$ cat config.mk
export PLATFORM = sky130hd
export DESIGN_NAME = cam_stream_tx
export DESIGN_NICKNAME = d
export VERILOG_FILES = /design/src/rtl/cam_stream_tx.sv
export SDC_FILE = /design/constraint.sdc
export NUM_CORES = 1
export LEC_CHECK = 0
export BUFFER_PORTS_ARGS = -buffer_cell sky130_fd_sc_hd__buf_2
export CORE_ASPECT_RATIO = 1.2
export CORE_MARGIN = 10
export CORE_UTILIZATION = 50
export DETAILED_ROUTE_END_ITERATION = 6
export PLACE_DENSITY = 0.7
export SYNTH_ARGS = -nofsm -noshare
export SYNTH_HDL_FRONTEND = slang
export SYNTH_SLANG_ARGS = --single-unit
$ cat constraint.sdc
create_clock -name clk -period 2.7 [get_ports clk]
set_input_delay 0.54 -clock clk [delete_from_list [all_inputs] [get_ports clk]]
set_output_delay 0.54 -clock clk [all_outputs]
set_load 0.01 [all_outputs]
$ cat src/rtl/cam_stream_tx.sv
// OV7670-style camera bus transmitter: free-running pclk plus vsync/href/byte framing of
// RGB444 test-pattern frames. Define CAM_STREAM_TX_FRAME_CNT_EN to add the frame_cnt output.
module cam_stream_tx #(
    parameter int unsigned CAM_SCREEN_X = 160,
    parameter int unsigned CAM_SCREEN_Y = 120,
    parameter int unsigned VS_PCLK      = 16,
    parameter int unsigned VBP_PCLK     = 32,
    parameter int unsigned HBLANK_PCLK  = 16,
    parameter int unsigned VFP_PCLK     = 32
) (
    input  logic        clk,
    input  logic        rst,
    input  logic        en,
    input  logic [1:0]  pattern_sel,
    input  logic [11:0] color,
    output logic        CAM_pclk,
    output logic        CAM_vsync,
    output logic        CAM_href,
    output logic [7:0]  CAM_px_data,
    output logic        busy,
    output logic        frame_done
`ifdef CAM_STREAM_TX_FRAME_CNT_EN
    ,
    output logic [7:0]  frame_cnt
`endif
);

    localparam logic [15:0] VsLast  = 16'(VS_PCLK - 1);
    localparam logic [15:0] VbpLast = 16'(VBP_PCLK - 1);
    localparam logic [15:0] ActLast = 16'(2 * CAM_SCREEN_X - 1);
    localparam logic [15:0] HbLast  = 16'(HBLANK_PCLK - 1);
    localparam logic [15:0] VfpLast = 16'(VFP_PCLK - 1);
    localparam logic [15:0] YLast   = 16'(CAM_SCREEN_Y - 1);

    typedef enum logic [2:0] {StIdle, StVsync, StVbp, StAct, StHblank, StVfp} state_e;

    state_e      state_q, state_d;
    logic [15:0] cnt_q, cnt_d;
    logic [7:0]  x_q, x_d;
    logic [15:0] y_q, y_d;
    logic        phase_q, phase_d;
    logic [11:0] idx_q, idx_d;
    logic [1:0]  sel_q, sel_d;
    logic [11:0] color_q, color_d;
    logic        pclk_q;
    logic        frame_done_q, frame_done_d;
    logic [3:0]  fcnt_nib;
    logic [11:0] pix;
    logic [7:0]  y8;
    logic        tick;

`ifdef CAM_STREAM_TX_FRAME_CNT_EN
    logic [7:0] fcnt_q;
    assign fcnt_nib  = fcnt_q[3:0];
    assign frame_cnt = fcnt_q;
`else
    assign fcnt_nib = 4'h0;
`endif

    // Everything except pclk advances only on the clk where pclk is high, so outputs
    // are stable across each pclk rising edge.
    assign tick = pclk_q;

    always_ff @(posedge clk) begin
        if (rst) begin
            state_q      <= StIdle;
            cnt_q        <= '0;
            x_q          <= '0;
            y_q          <= '0;
            phase_q      <= 1'b0;
            idx_q        <= '0;
            sel_q        <= '0;
            color_q      <= '0;
            pclk_q       <= 1'b0;
            frame_done_q <= 1'b0;
        end else begin
            state_q      <= state_d;
            cnt_q        <= cnt_d;
            x_q          <= x_d;
            y_q          <= y_d;
            phase_q      <= phase_d;
            idx_q        <= idx_d;
            sel_q        <= sel_d;
            color_q      <= color_d;
            pclk_q       <= ~pclk_q;
            frame_done_q <= frame_done_d;
        end
    end

`ifdef CAM_STREAM_TX_FRAME_CNT_EN
    always_ff @(posedge clk) begin
        if (rst) begin
            fcnt_q <= '0;
        end else if (frame_done_d) begin
            fcnt_q <= fcnt_q + 8'd1;
        end
    end
`endif

    always_comb begin
        state_d      = state_q;
        cnt_d        = cnt_q;
        x_d          = x_q;
        y_d          = y_q;
        phase_d      = phase_q;
        idx_d        = idx_q;
        sel_d        = sel_q;
        color_d      = color_q;
        frame_done_d = 1'b0;
        if (tick) begin
            unique case (state_q)
                StIdle: begin
                    if (en) begin
                        state_d = StVsync;
                        cnt_d   = '0;
                        sel_d   = pattern_sel;
                        color_d = color;
                    end
                end
                StVsync: begin
                    if (cnt_q == VsLast) begin
                        state_d = StVbp;
                        cnt_d   = '0;
                    end else begin
                        cnt_d = cnt_q + 16'd1;
                    end
                end
                StVbp: begin
                    if (cnt_q == VbpLast) begin
                        state_d = StAct;
                        cnt_d   = '0;
                        x_d     = '0;
                        y_d     = '0;
                        phase_d = 1'b0;
                        idx_d   = '0;
                    end else begin
                        cnt_d = cnt_q + 16'd1;
                    end
                end
                StAct: begin
                    phase_d = ~phase_q;
                    if (phase_q) begin
                        x_d   = x_q + 8'd1;
                        idx_d = idx_q + 12'd1;
                    end
                    if (cnt_q == ActLast) begin
                        state_d = StHblank;
                        cnt_d   = '0;
                        x_d     = '0;
                        phase_d = 1'b0;
                    end else begin
                        cnt_d = cnt_q + 16'd1;
                    end
                end
                StHblank: begin
                    if (cnt_q == HbLast) begin
                        cnt_d = '0;
                        if (y_q < YLast) begin
                            y_d     = y_q + 16'd1;
                            state_d = StAct;
                        end else begin
                            state_d = StVfp;
                        end
                    end else begin
                        cnt_d = cnt_q + 16'd1;
                    end
                end
                StVfp: begin
                    if (cnt_q == VfpLast) begin
                        cnt_d        = '0;
                        y_d          = '0;
                        frame_done_d = 1'b1;
                        if (en) begin
                            state_d = StVsync;
                            sel_d   = pattern_sel;
                            color_d = color;
                        end else begin
                            state_d = StIdle;
                        end
                    end else begin
                        cnt_d = cnt_q + 16'd1;
                    end
                end
                default: state_d = StIdle;
            endcase
        end
    end

    assign y8 = y_q[7:0];

    always_comb begin
        pix = '0;
        unique case (sel_q)
            2'd0: pix = color_q;
            2'd1: pix = {x_q[7:4], y8[7:4], x_q[3:0] ^ y8[3:0] ^ fcnt_nib};
            2'd2: pix = idx_q;
            2'd3: pix = (x_q[3] ^ y8[3]) ? 12'hFFF : 12'h000;
            default: pix = '0;
        endcase
    end

    always_comb begin
        CAM_pclk    = pclk_q;
        CAM_vsync   = (state_q == StVsync);
        CAM_href    = (state_q == StAct);
        busy        = (state_q != StIdle);
        frame_done  = frame_done_q;
        CAM_px_data = 8'h00;
        if (state_q == StAct) begin
            CAM_px_data = phase_q ? pix[7:0] : {4'b0000, pix[11:8]};
        end
    end

endmodule

Yosys cells after proc, flatten, opt, wreduce, memory -nomap -nowiden

Index checks and enable logic that the tools add are counted.
W data, S select, Z words.

$add $sub $neg: 4
$lt $le $gt $ge: 1
Equality and inequality tests: 21
Mux-type cells: 39
Bitwise gates (word level): 5
Reductions and logical operators: 17

Operators by type and width:

| cell                    | number |
|---|---|
| $mux W16                | 7 |
| $pmux W16 S4            | 1 |
| $mux W12                | 5 |
| $pmux W12 S2            | 2 |
| $pmux W12 S4            | 1 |
| $mux W8                 | 5 |
| $add A16 B1 Y16 const B | 2 |
| $pmux W16 S2            | 1 |
| $mux W3                 | 7 |
| $pmux W3 S6             | 1 |
| $eq A16 B4 Y1 const B   | 1 |
| $eq A16 B5 Y1 const B   | 1 |
| $eq A16 B9 Y1 const B   | 1 |
| $lt A16 B7 Y1 const B   | 1 |
| $pmux W8 S2             | 1 |
| $add A12 B1 Y12 const B | 1 |
| $ne A2 B2 Y1 const B    | 5 |
| $reduce_and A3 Y1       | 3 |
| $add A8 B1 Y8 const B   | 1 |
| $ne A2 B1 Y1 const B    | 4 |
| $reduce_and A4 Y1       | 2 |
| $reduce_and A7 Y1       | 1 |
| $eq A3 B2 Y1 const B    | 2 |
| $eq A3 B3 Y1 const B    | 2 |
| other kinds (19)        | 29 |

Flip-flop bits (word level): 72
Input bits: 17
Output and inout port bits: 13
Logic and storage cells: 97

Depth between registers and ports, before layout

Gate-level depths: netlist of run 1.

Depth after elaboration: 5
Mapped depth: 8

Worst setup path after synthesis of run 1

OpenSTA, ideal clock, no wires.

Path type: flip-flop to output port
Start point: reg sel_q[1]
End point: out CAM_px_data[3]
Arrival time: 1.649 ns
Data required time: 2.160 ns
Setup slack: 0.511 ns
Cell stages (with the launch flop): 7
Cell sequence: dfxtp_1 > clkbuf_1 > or2_2 > o21ai_1 > a221oi_1 > or3_1 > a21oi_1

Cells in the longest elaborated chain, start to end: 4
Elaborated cells on any way between the ends: 7
Those cells by class: eq/ne (3); mux (3); reduce/logical (1)

Ends and longest elaborated chain:

| element                                    | line | text |
|---|---|---|
| start, declared                            | 43   | `logic [1:0] sel_q, sel_d;` |
| start signal, assigned                     | 83   | `sel_q <= sel_d;` |
| $eq A2 B2 Y1, or another cell as far along | 193  | `unique case (sel_q)` |
| $pmux W12 S4 *                             | 193  |  |
| $mux W8 *                                  | 210  | `CAM_px_data = phase_q ? pix[7:0] : {4'b0000, pix[11:8]};` |
| $mux W8 *                                  | 209  | `if (state_q == StAct) begin` |
| end, declared                              | 19   | `output logic [7:0] CAM_px_data,` |

Every way passes the cells marked *; elsewhere a longest branch is shown, timed or not.

Worst setup path after layout of run 1

Start point: reg state_q[0]
End point: out CAM_px_data[4]

Cells in the longest elaborated chain, start to end: 2

Ends and longest elaborated chain:

| element                | line | text |
|---|---|---|
| start, declared        | 37   | `state_e state_q, state_d;` |
| start signal, assigned | 66   | `state_q <= StIdle;` |
| start signal, assigned | 77   | `state_q <= state_d;` |
| $eq A3 B2 Y1           | 209  |  |
| $mux W8                | 209  |  |

No other way between the ends.

==> results of run 1 <==
## report_power, final
group	switching [mW]	internal [mW]	total [mW]
logic	0.113	0.0655	0.178
registers	0.0243	1.08	1.10
clock network	0.421	0.474	0.895
total	0.558	1.62	2.17
## area by class of cell
cell class | count | share of cell area [%]
clock buffer | 11 | 3.55
multi-input combinational | 349 | 51.7
inverter | 11 | 0.969
tap | 90 | 2.64
timing repair buffer | 44 | 6.05
clock inverter | 5 | 1.29
sequential | 72 | 33.8
## logic make-up after synthesis
group / count (synthesis) / synth area share, %
XOR/XNOR: 28 / 6.53
AO/OA/AOI/OAI: 107 / 19.2
AND/OR/NAND/NOR: 202 / 28.9
flip-flops: 72 / 38.4
buffers and inverters: 33 / 3.46
adder cells (fa/ha/maj): 4 / 1.33
multiplexers: 8 / 2.26
## how the worst max path moves through the flow
stage	start	to	slack, ns	depth (start not counted)
after floorplan	sel_q[1]	CAM_px_data[3]	0.51	6
after global placement	cnt_q[0]	cnt_q[11]	0.46	7
after detailed placement	cnt_q[0]	cnt_q[11]	0.35	7
after CTS	sel_q[1]	CAM_px_data[0]	0.05	6
after global routing	state_q[1]	CAM_px_data[4]	0.002	6
final	state_q[0]	CAM_px_data[4]	0.13	6
## per-stage QoR
step	setup WS [ns]	total power, mW	cells	instance area [um^2]
floorplan	0.511	1.24	454	3760
global route	0.00167	2.25	582	4260
CTS	0.0532	2.18	582	4250
finish	0.129	2.17	582	4260
global placement	0.462	1.30	566	4040
detailed placement	0.346	1.30	566	4040
## sequential cells by signal, summed over array words and instances, names as in the netlist
signal      count
x_q             8
color_q        12
CAM_pclk        1
cnt_q          16
idx_q          12
sel_q           2
phase_q         1
frame_done      1
y_q            16
state_q         3
## timing repair
item,4_1_cts,5_1_grt
endpoints found under the setup margin,0,3
endpoints found under the hold margin,0,0
buffers inserted,0,0
resized for setup,0,4
## critical path, cell delays in order (launching register included)
cell and delay, ns:
sky130_fd_sc_hd__dfxtp_1 0.72, sky130_fd_sc_hd__nand3b_1 0.17, sky130_fd_sc_hd__inv_1 0.24, sky130_fd_sc_hd__and2_1 0.21
sky130_fd_sc_hd__o21ai_0 0.09, sky130_fd_sc_hd__nor2_1 0.11, sky130_fd_sc_hd__buf_2 0.14
## synth_stat cells, drive strengths merged (4+ instances only)
master,count
a211oi,5
a21oi,24
a221oi,8
a31oi,5
and2,13
and3,9
and4,4
buf,4
clkbuf,18
dfxtp,72
ha,4
inv,11
mux2i,7
nand2,28
nand3,32
nand4,11
nor2,51
nor2b,5
nor3,8
nor3b,8
nor4,14
nor4b,4
o21ai,29
or3,4
xnor2,19
xor2,9
## cells in the final DEF (no fill, tap or decap), drive strengths merged, types with 3 or more instances in the layout
| master | synthesis | layout |
|---|---|---|
| xnor2 | 19 | 19 |
| nor4b | 4 | 4 |
| nor2b | 5 | 5 |
| o21ai | 29 | 29 |
| inv | 11 | 11 |
| nand2b | 3 | 3 |
| mux2i | 7 | 7 |
| and2 | 13 | 13 |
| o21a | 3 | 3 |
| nor2 | 51 | 51 |
| and4 | 4 | 4 |
| a211oi | 5 | 5 |
| nor3b | 8 | 8 |
| a2111oi | 3 | 3 |
| and3 | 9 | 9 |
| nor4 | 14 | 14 |
| a32o | 3 | 3 |
| or2 | 3 | 3 |
| a31oi | 5 | 5 |
| clkbuf | 18 | 11 |
| a41oi | 3 | 3 |
| buf | 4 | 44 |
| a221oi | 8 | 8 |
| nand3 | 32 | 32 |
| ha | 4 | 4 |
| nand2 | 28 | 28 |
| xor2 | 9 | 9 |
| or3 | 4 | 4 |
| a22oi | 3 | 3 |
| dfxtp | 72 | 72 |
| o31ai | 3 | 3 |
| nor3 | 8 | 8 |
| a21oi | 24 | 24 |
| nand4 | 11 | 11 |
## metal layers
| metal | track usage (%) | vias to the layer above | share of wire [%] | routed length (um) |
|---|---|---|---|---|
| met2 | 28.2 | 113 | 50 | 4760 |
| met3 | 3.84 | 26 | 5.0 | 476 |
| met4 | 7.66 | 0 | 2.8 | 267 |
| met5 | 0 | - | 0 | 0 |
| li1 | - | 1746 | - | - |
| met1 | 19.8 | 1653 | 43 | 4080 |
==> results.md, run 1 <==
- 0.389 GHz — maximum clock frequency
- 95.2% — Final period util
- 3 — maximum level of the CTS H-tree
- 6.08 — via density per instance
- 0.35 ns — worst-skew pair later-pin latency
- 252 — initial drt markers
- 115 um — overall die height
- 0 — number of synthesized flops with an enable pin
- 1440 um^2 — FF/Latch Area
- 0.35 ns — worst setup slack for register-to-register paths
- 0.694 ns — Least-Margin Pin Slew
- 72 — post-synthesis register bit count
- 3330 — via count of the first global-routing pass
- false — RSZ-0062 raised after global routing
- 454 — Post-Synthesis Cells
- 0 — post-route ant nets
- 30 — # IOs
- output pin — critical path endpoint category
- in -> reg — type of the tightest min-delay check
- 0 — number of design rule violations left after detail routing
- 6.93 mm — Post-DP HPWL
- 11400 um^2 — full die area
- 31 — pin count of the biggest net entering global routing
- register — Startpoint Class
- 0.279 mV — worst IR drop on VDD
- sky130_fd_sc_hd__dfxtp_1 — most area-hungry cell type in the Yosys netlist
- 38.4% — share of Yosys cell area claimed by the top area cell type
- 0.846 — global placement routability congestion
- 0 — GRT overflow
- 0 — number of warnings reported in the yosys synthesis log
- 2.57 ns — clock period minus final worst setup slack
- 13.4% — Layout Area Growth over Synthesis
- sky130_fd_sc_hd__dfxtp_1 (38%), sky130_fd_sc_hd__nor2_1 (5.1%), sky130_fd_sc_hd__xnor2_1 (4.4%) — top area cells in the synthesized netlist
- completed — run status
- 666 — Filler Cell Count
- 0.440 ns — worst hold-check slack
- cnt_q[11] — critical register-to-register path endpoint
- reg -> out — Critical Setup Path Class
- 2.03 ns — arrival time of the worst setup path
- sky130_fd_sc_hd__dfxtp_1 — Post-synth top flop
- 7 — logic depth of the worst register-to-register path
- 0 — number of hold violations in the final report
- 58.6% — post-layout util
- 0 — Inserted Diodes
- 8.28 um^2 — Post-Syn Area per Cell
- 5 — DRT Pass-1 Iters
- 0 — Post-CTS Hold Fix Bufs
- 16.7% — GRT Overall Usage
- 2200 um^2 — footprint of the multi-input gates
- 38.4% — sequential cell area fraction in the yosys report
- done — TritonCTS clock tree
- 508 — Layout Nets
- 3 — number of stages on the worst hold path
- 17 — top fanout value on the critical path
- 99.1 um — Die W
- 53.5% — worst rel slew slack
- 0.08 ns — CTS clk-pin slew, worst paths
- 51.7% — initial standard-cell utilization of the core
- 0 — final count of negative-setup-slack endpoints
- 475 — Synth Net Count
- 510 nW/um^2 — Cell Pwr Density
- 34 — Core Rows
- 0 ns — Total Neg Setup Slack
- 0 — count of final max-slew check failures
- 3760 um^2 — total standard cell area after synthesis
- 72 — Clock Sinks
- 16.5 um — detail-routed net length per standard cell
- color[6] — source of the worst hold timing path
- color_q[6] — sink of the worst hold path
- 9.58 mm — sum of routed wire length over all layers
- 14.8% — fraction of layout cells with a size suffix above 1
- 0 — initial antenna violation count
- 16.0 mm — global-route wire length before repair
- 1.55 nW — leakage power
- 29 — quantity of I/O buffers inserted on ports
- 3538 — vias
- 2 — CTS Buffer Depth
- 0.0120 ns — Fin Clk Skew
- cnt_q[0] — launching point of the worst reg2reg path
- 0% — async set-reset flop share out of synthesis
- 9 — number of buffers inserted during clock tree synthesis
- 0 — max capacitance violation total
- 7270 um^2 — floorplan core area
- 2.16 ns — critical path data required time
- sky130_fd_sc_hd__clkbuf_8 — clock tree root driver cell
- 61 — number of distinct library cell variants in the gate-level netlist after synthesis
Note: power is estimated with default switching activity, not from simulation.
==> run 2, diff against run 1 <==
--- a/constraint.sdc
+++ b/constraint.sdc
@@ -3,2 +3,2 @@
 set_output_delay 0.54 -clock clk [all_outputs]
-set_load 0.01 [all_outputs]
+set_load 0.05 [all_outputs]
==> results.md, run 2 (synthesis gave the netlist of run 1 again) <==
- 6.06 — via density per instance
- 20.2% — met1 track demand over resource
- 11400 um^2 — full die area
- 3 — maximum level of the CTS H-tree
- 508 — Layout Nets
- 2210 um^2 — footprint of the multi-input gates
- 0 — post-route ant nets
- 30 — # IOs
- 7 — logic depth of the worst register-to-register path
- sel_q[1] — worst setup path start
- register — Startpoint Class
- 0.35 ns — worst-skew pair later-pin latency
- 29 — quantity of I/O buffers inserted on ports
- reg -> out — Critical Setup Path Class
- sky130_fd_sc_hd__clkbuf_8 — clock tree root driver cell
- 2.59 ns — clock period minus final worst setup slack
- 14.3% — Layout Area Growth over Synthesis
- 115 um — overall die height
- 0.40 ns — highest cell delay on the worst timing path
- 2.16 ns — critical path data required time
- sky130_fd_sc_hd__dfxtp_1 (71), sky130_fd_sc_hd__nor2_1 (51), sky130_fd_sc_hd__nand3_1 (32) — commonest cells after routing, fill and taps aside
- sky130_fd_sc_hd__dfxtp_1 — most common cell after layout, fill and taps aside
- 95.8% — Final period util
- 0.912 — global placement routability congestion
- 51.7% — initial standard-cell utilization of the core
- 6.96 mm — Post-DP HPWL
- 0.08 ns — CTS clk-pin slew, worst paths
- 3368 — via count of the first global-routing pass
- 0 — number of design rule violations left after detail routing
- 72 — Clock Sinks
- in -> reg — type of the tightest min-delay check
- 0 — GRT overflow
- 2.05 ns — arrival time of the worst setup path
- cnt_q: 16 flops, y_q: 16 flops — Regs by FF count
- 0.377 ns — DP Worst Slack
- 5 — DRT Pass-1 Iters
- met2 — layer with the highest usage after global routing
- simple AND/OR/NAND/NOR gates — Crit path max-delay family
- 32 — pin count of the biggest net entering global routing
- 0.387 GHz — maximum clock frequency
- cnt_q[11] — critical register-to-register path endpoint
- 0.113 ns — min setup slack post-route
- 0 — count of final max-slew check failures
- 0.814 ns — Least-Margin Pin Slew
- 4060 um^2 — post-place instance area
- 639 — Filler Cell Count
- 4290 um^2 — post-route cell area
- 17.0% — GRT Overall Usage
- 0 — Inserted Diodes
- 45.5% — worst rel slew slack
- 0.36 ns — worst setup slack for register-to-register paths
- 0 — max capacitance violation total
- 8 — top fanout value on the critical path
- completed — run status
- 3529 — vias
- 6 — logic depth of the worst setup path including buffers
- 1 — CP bufs+invs
- 217 — initial drt markers
- sky130_fd_sc_hd__dfxtp_1 — slowest CP cell
- 16.3 um — detail-routed net length per standard cell
- 9 — number of buffers inserted during clock tree synthesis
- 0.315 mV — worst IR drop on VDD
- 9.48 mm — sum of routed wire length over all layers
- 7270 um^2 — floorplan core area
- 1440 um^2 — FF/Latch Area
- 2 — CTS Buffer Depth
- or2_2, o21ai_1, a221oi_1, or3_1, a21oi_2, clkbuf_4 — Critical Path, Cell by Cell
- 0 — initial antenna violation count
- CAM_px_data[3] — Worst Setup EP
- 0.0130 ns — Fin Clk Skew
- done — TritonCTS clock tree
- 16.3 mm — global-route wire length before repair
- 1.55 nW — leakage power
- 0 — number of hold violations in the final report
- 0 — post-CTS setup buffers
- 34 — Core Rows
- 525 nW/um^2 — Cell Pwr Density
- 2.25 mW — post-route total power
- 3.78% — global routing usage on met3
- 29.2% — routing usage on met2
- output pin — critical path endpoint category
- cnt_q[0] — launching point of the worst reg2reg path
- 15.7% — fraction of layout cells with a size suffix above 1
- 99.1 um — Die W
- 0 — final count of negative-setup-slack endpoints
run 2: cell count changes in the layout (fill, tap and decap cells not counted):
cell,delta
sky130_fd_sc_hd__buf_2,-1
sky130_fd_sc_hd__dfxtp_2,+1
sky130_fd_sc_hd__a211oi_2,+3
sky130_fd_sc_hd__nor2b_2,+1
sky130_fd_sc_hd__clkbuf_4,+1
sky130_fd_sc_hd__clkbuf_8,-1
sky130_fd_sc_hd__a21oi_1,-1
sky130_fd_sc_hd__dfxtp_1,-1
sky130_fd_sc_hd__bufinv_16,+1
sky130_fd_sc_hd__nor2b_4,-1
sky130_fd_sc_hd__a21oi_2,+1
sky130_fd_sc_hd__clkinv_2,-1
sky130_fd_sc_hd__a211oi_1,-3
sky130_fd_sc_hd__clkbuf_1,+1
run 2: worst min path at each step:
stage                         from    endpoint  cells past startpoint
final                     color[6]  color_q[6]                      3
after global routing      color[9]  color_q[9]                      3
after CTS                 color[6]  color_q[6]                      3
after detailed placement    y_q[8]      y_q[8]                      1
after global placement      y_q[9]      y_q[9]                      1
after floorplan             y_q[9]      y_q[9]                      1
run 2: layout make-up:
cell class,instances,area share [%]
clock inverters,5,1.87
flip-flops and latches,72,33.6
clock buffers,11,3.29
multi-input cells,349,51.6
repair buffers,44,6.06
inverters,11,0.962
well taps,90,2.62
run 2: timing repair:
| action | in CTS | in global routing |
|---|---|---|
| resized for setup | 0 | 5 |
| hold buffers | 0 | 0 |
| setup endpoints to repair | 0 | 8 |
run 2: report_power, final:
| group | internal, mW | switching (mW) |
|---|---|---|
| clock | 0.544 | 0.415 |
| combinational | 0.0657 | 0.132 |
| sequential | 1.08 | 0.0195 |
| total | 1.69 | 0.566 |
run 2: worst reg2reg max path: cells and delay by family, from the launching register on:
family | cells | cell delay (ns)
compound gates | 2 | 0.67
flops | 1 | 0.38
simple gates | 3 | 0.73
buf+inv | 1 | 0.25
fa+ha+maj | 1 | 0.21
run 2: stage by stage:
step / utilization [%] / hold WS (ns) / setup TNS [ns] / std cells
final: 59.0 / 0.430 / 0 / 582
after global routing: 59.0 / 0.433 / -0.0214 / 582
after CTS: 58.8 / 0.429 / 0 / 582
after detailed placement: 55.8 / 0.440 / 0 / 566
after global placement: 55.8 / 0.434 / 0 / 566
after floorplan: - / 0.421 / -0.0735 / 454
run 2: per-layer routing:
layer | vias up | share of wire, %
met5 | - | 0
met4 | 0 | 2.0
met3 | 12 | 4.1
met2 | 78 | 51
met1 | 1694 | 43
li1 | 1745 | -
